--- src/rtl/morse_pkg.sv ---
// Shared definitions for the Morse encoder slice.
// Holds the ASCII anchors, code-record widths, gap lengths in Morse units,
// the FSM state encoding and the packed code record that the ROM returns.
// Ports: none (package).
package morse_pkg;

  // ASCII anchors
  localparam logic [7:0] ASC_SPACE = 8'd32;
  localparam logic [7:0] ASC_0     = 8'd48;
  localparam logic [7:0] ASC_A     = 8'd65;
  localparam logic [7:0] ASC_LA    = 8'd97;

  // Code record widths
  localparam int LEN_W  = 3;
  localparam int ELEM_W = 5;

  // Element and gap lengths in Morse units
  localparam int DOT_U  = 1;
  localparam int DASH_U = 3;
  localparam int EGAP_U = 1;
  localparam int CGAP_U = 3;
  localparam int WGAP_U = 7;

  // Unit counter width; it must hold WGAP_U-1, the longest span
  localparam int UNIT_W = 3;

  typedef enum logic [2:0] {
    S_IDLE,
    S_MARK,
    S_EGAP,
    S_CGAP,
    S_WGAP
  } state_t;

  // elems is left-aligned: bit ELEM_W-1 is the first element, 1 = dash.
  typedef struct packed {
    logic              valid;
    logic              is_space;
    logic [LEN_W-1:0]  len;
    logic [ELEM_W-1:0] elems;
  } code_t;

  function automatic code_t mk_code(input logic [LEN_W-1:0]  len,
                                    input logic [ELEM_W-1:0] elems);
    code_t c;
    c.valid    = 1'b1;
    c.is_space = 1'b0;
    c.len      = len;
    c.elems    = elems;
    return c;
  endfunction

endpackage

--- src/rtl/morse_code_rom.sv ---
// Combinational ASCII -> Morse code lookup.
// Covers A-Z, 0-9 and space (ITU Morse, at most 5 elements).
// Optional feature: define MORSE_LOWERCASE_EN to map a-z onto the A-Z codes;
// without it, 97-122 are reported as unsupported (valid = 0).
// Ports:
//   char_in  in   8-bit ASCII code
//   code     out  {valid, is_space, len, elems}; elems left-aligned, 1 = dash
module morse_code_rom
  import morse_pkg::*;
(
  input  logic [7:0] char_in,
  output code_t      code
);

  logic [7:0] uc;

  always_comb begin
    // NOTE: every variable written here gets a default first so that no path
    // leaves it unassigned, which would otherwise infer a latch.
    uc = char_in;
`ifdef MORSE_LOWERCASE_EN
    if (char_in >= ASC_LA && char_in <= ASC_LA + 8'd25)
      uc = char_in - (ASC_LA - ASC_A);
`endif
  end

  always_comb begin
    code = '0;
    case (uc)
      ASC_SPACE: begin
        code.valid    = 1'b1;
        code.is_space = 1'b1;
      end
      "A": code = mk_code(3'd2, 5'b01000);
      "B": code = mk_code(3'd4, 5'b10000);
      "C": code = mk_code(3'd4, 5'b10100);
      "D": code = mk_code(3'd3, 5'b10000);
      "E": code = mk_code(3'd1, 5'b00000);
      "F": code = mk_code(3'd4, 5'b00100);
      "G": code = mk_code(3'd3, 5'b11000);
      "H": code = mk_code(3'd4, 5'b00000);
      "I": code = mk_code(3'd2, 5'b00000);
      "J": code = mk_code(3'd4, 5'b01110);
      "K": code = mk_code(3'd3, 5'b10100);
      "L": code = mk_code(3'd4, 5'b01000);
      "M": code = mk_code(3'd2, 5'b11000);
      "N": code = mk_code(3'd2, 5'b10000);
      "O": code = mk_code(3'd3, 5'b11100);
      "P": code = mk_code(3'd4, 5'b01100);
      "Q": code = mk_code(3'd4, 5'b11010);
      "R": code = mk_code(3'd3, 5'b01000);
      "S": code = mk_code(3'd3, 5'b00000);
      "T": code = mk_code(3'd1, 5'b10000);
      "U": code = mk_code(3'd3, 5'b00100);
      "V": code = mk_code(3'd4, 5'b00010);
      "W": code = mk_code(3'd3, 5'b01100);
      "X": code = mk_code(3'd4, 5'b10010);
      "Y": code = mk_code(3'd4, 5'b10110);
      "Z": code = mk_code(3'd4, 5'b11000);
      "0": code = mk_code(3'd5, 5'b11111);
      "1": code = mk_code(3'd5, 5'b01111);
      "2": code = mk_code(3'd5, 5'b00111);
      "3": code = mk_code(3'd5, 5'b00011);
      "4": code = mk_code(3'd5, 5'b00001);
      "5": code = mk_code(3'd5, 5'b00000);
      "6": code = mk_code(3'd5, 5'b10000);
      "7": code = mk_code(3'd5, 5'b11000);
      "8": code = mk_code(3'd5, 5'b11100);
      "9": code = mk_code(3'd5, 5'b11110);
      default: code = '0;
    endcase
  end

endmodule

--- src/rtl/morse_encoder.sv ---
// Serialises ASCII characters into an on/off Morse keying stream.
// One character per valid/ready handshake; marks are 1, all gaps are 0.
// Optional feature: MORSE_LOWERCASE_EN (handled in morse_code_rom) accepts
// a-z as A-Z; otherwise lowercase raises char_err.
// Parameters:
//   UNIT_CYCLES  clock cycles per Morse unit (>= 1)
//   CNT_W        cycle counter width, 2**CNT_W > UNIT_CYCLES
// Ports:
//   clock       in   system clock, rising edge
//   reset_n     in   asynchronous active-low reset
//   char_in     in   ASCII code, sampled only on transfer
//   char_valid  in   char_in valid this cycle
//   char_ready  out  encoder idle, can accept a character
//   signal_out  out  registered keying output, 1 = mark
//   busy        out  character or its trailing gap in progress
//   char_err    out  one-cycle pulse after an unsupported character
module morse_encoder
  import morse_pkg::*;
#(
  parameter int UNIT_CYCLES = 1,
  parameter int CNT_W       = 16
) (
  input  logic       clock,
  input  logic       reset_n,
  input  logic [7:0] char_in,
  input  logic       char_valid,
  output logic       char_ready,
  output logic       signal_out,
  output logic       busy,
  output logic       char_err
);

  localparam logic [CNT_W-1:0] CYC_LAST = CNT_W'(UNIT_CYCLES - 1);

  state_t             state;
  logic [LEN_W-1:0]   len;      // elements still to send, including current
  logic [ELEM_W-1:0]  elems;    // current element at the MSB
  logic [CNT_W-1:0]   cyc_cnt;  // cycle within the current unit
  logic [UNIT_W-1:0]  unit_cnt; // unit within the current element or gap
  logic [UNIT_W-1:0]  unit_last;
  code_t              code;

  morse_code_rom u_rom (
    .char_in (char_in),
    .code    (code)
  );

  // Index of the final unit of whatever the FSM is currently emitting.
  always_comb begin
    unit_last = '0;
    case (state)
      S_MARK:  unit_last = elems[ELEM_W-1] ? UNIT_W'(DASH_U - 1) : UNIT_W'(DOT_U - 1);
      S_EGAP:  unit_last = UNIT_W'(EGAP_U - 1);
      S_CGAP:  unit_last = UNIT_W'(CGAP_U - 1);
      S_WGAP:  unit_last = UNIT_W'(WGAP_U - 1);
      default: unit_last = '0;
    endcase
  end

  // NOTE: sequential state uses non-blocking assignments so every register
  // samples the pre-edge values, independent of statement order.
  always_ff @(posedge clock or negedge reset_n) begin
    if (!reset_n) begin
      state      <= S_IDLE;
      len        <= '0;
      elems      <= '0;
      cyc_cnt    <= '0;
      unit_cnt   <= '0;
      signal_out <= 1'b0;
      char_err   <= 1'b0;
    end else begin
      char_err <= 1'b0;
      if (state == S_IDLE) begin
        if (char_valid) begin
          cyc_cnt  <= '0;
          unit_cnt <= '0;
          if (code.valid && code.is_space) begin
            state <= S_WGAP;
          end else if (code.valid) begin
            len        <= code.len;
            elems      <= code.elems;
            signal_out <= 1'b1;
            state      <= S_MARK;
          end else begin
            char_err <= 1'b1;
          end
        end
      end else if (cyc_cnt != CYC_LAST) begin
        cyc_cnt <= cyc_cnt + 1'b1;
      end else begin
        cyc_cnt <= '0;
        if (unit_cnt != unit_last) begin
          unit_cnt <= unit_cnt + 1'b1;
        end else begin
          // Last cycle of the last unit: the only point where state changes.
          unit_cnt <= '0;
          case (state)
            S_MARK: begin
              signal_out <= 1'b0;
              len        <= len - 1'b1;
              elems      <= elems << 1;
              state      <= (len > LEN_W'(1)) ? S_EGAP : S_CGAP;
            end
            S_EGAP: begin
              signal_out <= 1'b1;
              state      <= S_MARK;
            end
            default: state <= S_IDLE; // end of CGAP or WGAP
          endcase
        end
      end
    end
  end

  assign char_ready = (state == S_IDLE);
  assign busy       = (state != S_IDLE);

endmodule

--- config.mk ---
export PLATFORM = sky130hd
export DESIGN_NAME = morse_encoder
export DESIGN_NICKNAME = d
export VERILOG_FILES = /design/src/rtl/morse_pkg.sv /design/src/rtl/morse_code_rom.sv /design/src/rtl/morse_encoder.sv
export SDC_FILE = /design/constraint.sdc
export NUM_CORES = 1
export LEC_CHECK = 0
export BUFFER_PORTS_ARGS = -buffer_cell sky130_fd_sc_hd__buf_2
export CORE_AREA = 2 2 76 78
export CTS_CLUSTER_DIAMETER = 60
export DETAILED_ROUTE_END_ITERATION = 10
export DIE_AREA = 0 0 78 80
export MAX_ROUTING_LAYER = met4
export PLACE_DENSITY = 0.68
export SLEW_MARGIN = 20
export SYNTH_ARGS = -nofsm -noshare
export SYNTH_HDL_FRONTEND = slang
export SYNTH_SLANG_ARGS = --single-unit
--- constraint.sdc ---
create_clock -name clock -period 2.5 [get_ports clock]
set_input_delay 0.375 -clock clock [delete_from_list [all_inputs] [get_ports clock]]
set_output_delay 0.375 -clock clock [all_outputs]
set_load 0.02 [all_outputs]
==> After elaboration in Yosys (flattened, before gate mapping) <==
Index checks and enable logic that the tools add are counted.
{ "totals": {"n_memories": 0, "ram_bits": 0, "out_inout_bits": 4, "rom_bits": 0, "ff_bits": 32, "latchBits": 0, "word_cells": 114} }
{ "op_classes": {"n_reduce_logical": 11, "n_lt_le_gt_ge": 1, "muxes": 44, "n_bitwise": 0, "shifts": 0, "n_addsub": 3, "mul": 0, "eq_ne": 48, "n_div": 0} }
{ "ops": {"columns": ["op", "count"], "rows": [
  ["$pmux 8 s36", 1],
  ["$eq 8x7->1 const B", 26],
  ["$eq 8x6->1 const B", 11],
  ["$mux 3", 17],
  ["$mux 16", 3],
  ["$reduce_or 36->1", 1],
  ["$mux 5", 7],
  ["$add 16x1->16 const B", 1],
  ["$reduce_bool 16->1", 1],
  ["$reduce_and 6->1", 2],
  ["$mux 1", 11],
  ["$pmux 3 s3", 1],
  ["$ne 2x2->1 const B", 4],
  ["$pmux 2 s2", 2],
  ["$eq 3x2->1 const B", 2],
  ["$reduce_bool 3->1", 2],
  ["$reduce_and 4->1", 1],
  ["$add 3x1->3 const B", 1],
  ["$eq 3x1->1 const B", 1],
  ["$eq 3x3->1 const B", 1],
  ["$gt 3x1->1 const B", 1],
  ["$logic_not 3->1", 1],
  ["$ne 3x1->1 const B", 1],
  ["$ne 3x3->1", 1],
  ["7 further kinds", 7]
]} }

==> Depth between registers and ports, before layout <==
{ "logic_depth": {"ltp_word": 7, "depth_mapped": 9, "depth_no_buf": 8} }

==> Modules after synthesis <==
Synthesis repeated with hierarchy kept, for this count alone.
{ "hier_totals": {"cells_unflattened": 331, "area_unflattened_um2": 2697.6} }
{ "modules_own_cells": {"columns": ["mod", "instances", "cells_each", "seq_area_each_um2", "area_per_inst_um2"], "rows": [
  ["morse_encoder", 1, 194, 800.8, 1874.3],
  ["morse_code_rom", 1, 137, 0.0, 823.3]
]} }

==> Worst setup path before layout <==
No wires, ideal clock.
{ "synth_path": {"kind": "input port to flip-flop", "startpoint": "input port char_in[3]", "endpoint": "register elems[0]", "arrival_ps": 2160, "setup_ps": 125, "n_path_buf": 1, "slack_ps": 214, "path_stages": 7, "cell_sequence": "buf_2 -> or3b_4 -> a2111oi_4 -> a221oi_1 -> and4b_1 -> a21oi_4 -> mux2_4"} }
{ "synth_between": {"elab_chain_cells": 6, "word_cells_on_any_way": 48} }
{ "synth_rtl": {"columns": ["element", "line_no", "text"], "rows": [
  ["from (decl)", "morse_encoder.sv:25", "input logic [7:0] char_in,"],
  ["$eq 8x7->1 or $eq 8x6->1 (tied branches)", "morse_code_rom.sv:29", "case (uc)"],
  ["$reduce_or 36->1 (no line) or $pmux 8 s36 (tied branches)", null, null],
  ["$pmux 2 s2 or $mux 5 (tied branches)", "morse_code_rom.sv:29, morse_encoder.sv:79", null],
  ["$logic_and 1x1->1 or $mux 5 (tied branches)", "morse_encoder.sv:77", "if (code.valid && code.is_space) begin"],
  ["$ne 2x2->1 (no line) or $mux 5 (tied branches)", null, null],
  ["$reduce_and 6->1 (no line) or $mux 5 (tied branches)", null, null],
  ["to (signal assigned)", "morse_encoder.sv:81", "elems <= code.elems;"],
  ["to (signal assigned)", "morse_encoder.sv:101", "elems <= elems << 1;"],
  ["to (decl)", "morse_encoder.sv:37", "logic [ELEM_W-1:0] elems;"]
]} }
Parallel ways exist; a longest one is shown, timed or not. The select of a mux whose other input is x is not followed.
A chain may end at the register's enable or synchronous reset.

==> Final worst setup path <==
{ "layout_path": {"startpoint": "register cyc_cnt[0]", "endpoint": "register elems[4]"} }
{ "layout_between": {"elab_chain_cells": 3} }
{ "layout_rtl": {"columns": ["element", "line_no", "text"], "rows": [
  ["from (decl)", "morse_encoder.sv:38", "logic [CNT_W-1:0] cyc_cnt;"],
  ["from (signal assigned)", "morse_encoder.sv:89", "cyc_cnt <= cyc_cnt + 1'b1;"],
  ["$reduce_bool 16->1", "morse_encoder.sv:88", "end else if (cyc_cnt != CYC_LAST) begin"],
  ["$ne 2x2->1 (no line)", null, null],
  ["$reduce_and 6->1 (no line)", null, null]
]} }
Every way passes these cells.

==> metrics.cfg <==
[drt]
detail-route-antenna-nets = 0
wl_mm = 6.68
via_count = 2570
drc_errors = 0
first_pass_iters = 4
dr.first_iter.drc_count = 218
wl_per_cell_microns = 15.8
viasPerCell = 6.09

[critical_path]
path_cells = inv_1 -> ha_1 -> nor3b_1 -> nand4_2 -> o21ai_2 -> o2111ai_2 -> a21oi_4 -> mux2_4
reg2reg_to = elems[4]$_DFFE_PN0P_
crit_family = compound AO/OA/AOI/OAI gates
cpPeakStageDelay_ns = 0.42
critical-path-slowest-cell = dfrtp_1
r2r_start = cyc_cnt[0]$_DFFE_PN0P_
worstSetupPathType = register to register
crit_required_ns = 2.67
crit_buf_inv = 1
crit_cells = 8
cp-start-kind = register
r2r_slack_ns = 0.21
crit_arrival_ns = 2.46
reg2regPathDepth = 8
cp-end-kind = register
path_max_fanout = 7

[cells_and_area]
final_nets = 365
areaGrowthSynthToFinish_pct = 17.1
fillCellCount = 496
multi_input_area_sq_um = 1660
regArea_sq_um = 801
final_cell_mix = nor2_1 (34), buf_4 (34), o21ai_0 (32), dfrtp_1 (32), nand2_1 (19)
diodes = 0
drive_gt1_share_pct = 20.9

[global_routing]
grt-ovfl-total = 0
first_global_vias = 2506
antenna_found_initial = 0
grt_max_degree = 33
grt_pass1_wl_mm = 11.9
grtUsageTotal_pct = 24.1

[clock_network]
cts_setup_buffers = 0
cts_tree = built
cts-buffers-inserted = 5
cts_resized = 0
clk_path_buf_depth = 2
htree_levels = 2
path_clk_slew_ns = 0.07
clk_latency_ns = 0.28
cts_sinks = 32
clockRootBuffer = clkbuf_8
hold_buffers = 0

[sta]
hold-worst-slack_ns = 0.145
setup_violations = 0
relSlewSlack_pct = 52.0
tns_ns = 0
finClkSkew_ns = 0.00457
tightest_slew_ns = 0.720
final-hold-violation-count = 0
fin_crit_sh_pct = 91.5
rsz0062_at_grt = no
drv_slew = 0
fmax_mhz = 437
post-route-min-period_ns = 2.29

[die]
start_util_pct = 48.2
pin_count = 15
die_x_microns = 78
core_area_sq_um = 5410
die_h_microns = 80
design.die.area_sq_um = 6240
rows = 27

[logic_synthesis]
synthesis.nets = 332
synth-async-reset-ratio_pct = 100
synth_simple_gate_area_share_pct = 26.3
syn_area_per_cell_sq_um = 8.25
synth_edf_count = 0
synth_fa_ha_area_share_pct = 2.40
ys_warn_count = 0
synth_seq_cells = 32
ys.flop_type = dfrtp_1
synth_compound_area_share_pct = 28.6
muxShareOfSynthArea_pct = 5.28
synth_area_sq_um = 2610
synth_xor_area_share_pct = 1.01
ys_types = 74
synth_top_family_by_area = compound AO/OA/AOI/OAI gates
netlist_instances = 316
seq_area_frac_synth_pct = 30.7

[worst_hold_path]
hold_class = input pin to asynchronous set/reset pin

[place]
dp_hpwl_mm = 4.86
io_buffers = 14
place.gp.congestion = 1.01

[power_and_ir_drop]
p_leak_nw = 1.24
p_per_area_nw_per_um2 = 399
peakVddDrop_mv = 0.224

[run]
cap_viol_max_count = 0

[outcome]
outcome = complete, no violations

worst register-to-register path, cell delays in order, from the launching register on:
cell and delay, ns:
dfrtp_1 0.42, inv_1 0.08, ha_1 0.15, nor3b_1 0.33, nand4_2 0.18, o21ai_2 0.18, o2111ai_2 0.21, a21oi_4 0.30
mux2_4 0.33
how the worst max path moves through the flow:
| stage | from | end | slack (ns) |
|---|---|---|---|
| 2_1_floorplan | char_in[3] | elems[0]$_DFFE_PN0P_ | 0.21 |
| 3_3_place_gp | char_in[2] | elems[0]$_DFFE_PN0P_ | 0.11 |
| 3_5_place_dp | char_in[2] | elems[0]$_DFFE_PN0P_ | 0.04 |
| 4_1_cts | cyc_cnt[0]$_DFFE_PN0P_ | elems[4]$_DFFE_PN0P_ | 0.21 |
| 5_1_grt | cyc_cnt[0]$_DFFE_PN0P_ | elems[1]$_DFFE_PN0P_ | 0.04 |
| 6_report | cyc_cnt[0]$_DFFE_PN0P_ | elems[4]$_DFFE_PN0P_ | 0.21 |
cell type report:
cell class | instances | share of cell area [%]
Clock buffer | 7 | 3.15
Clock inverter | 1 | 0.983
Inverter | 14 | 1.72
Multi-Input combinational cell | 248 | 54.3
Sequential cell | 32 | 26.2
Tap cell | 72 | 2.95
Timing Repair Buffer | 48 | 10.7
cells by family (layout without fill, tap and decap cells):
logic type | Yosys count | count (layout)
compound gates | 104 | 104
xor+xnor | 3 | 3
fa+ha+maj | 5 | 5
buf+inv | 36 | 70
flops | 32 | 32
mux | 12 | 12
simple gates | 124 | 124
report_power, final:
group	total [mW]	switching (mW)	internal, mW
clock network	0.548	0.196	0.352
registers	0.518	0	0.518
logic	0.155	0.0937	0.0612
cells in the mapped netlist, drive strengths merged, types with 4 or more instances:
cell type  number  area [sq um]
o21ai          33           169
mux2            5          67.6
o22ai           5          31.3
a31oi           9          56.3
inv            13          48.8
nor2b           4          25.0
nand2          19          71.3
mux2i           7          70.1
nand4           4          31.3
nor4            5          31.3
o31ai           7          52.6
ha              5          62.6
nand3          12          60.1
nand2b          8          50.1
a21oi          13          80.1
and3            8          50.1
buf             9          46.3
dfrtp          32           801
clkbuf         13          48.8
nor3            6          30.0
nor2           34           128
metal layers:
metal | wire length (microns) | GRT usage (%) | vias to the layer above
li1 | - | - | 1261
met1 | 3080 | 31.3 | 1231
met2 | 3210 | 39.2 | 66
met3 | 265 | 2.83 | 12
met4 | 123 | 8.42 | 0
met5 | 0 | - | -
registers in the layout, indices dropped and copies added (netlist names):
register and cells:
len 3, cyc_cnt 16, unit_cnt 3, signal_out 1, elems 5, char_err 1
state 3
stage by stage:
step | cells | total power [mW] | setup WS [ns] | instance area, sq um | util [%]
3_3_place_gp | 414 | 0.678 | 0.113 | 2930 | 54.2
3_5_place_dp | 414 | 0.680 | 0.0417 | 2930 | 54.2
5_1_grt | 422 | 1.26 | 0.0360 | 3050 | 56.5
6_report | 422 | 1.22 | 0.213 | 3050 | 56.5
4_1_cts | 422 | 1.23 | 0.214 | 3050 | 56.5
2_1_floorplan | 316 | 0.616 | 0.214 | 2610 | -
Power figures use the tool's default switching activity.
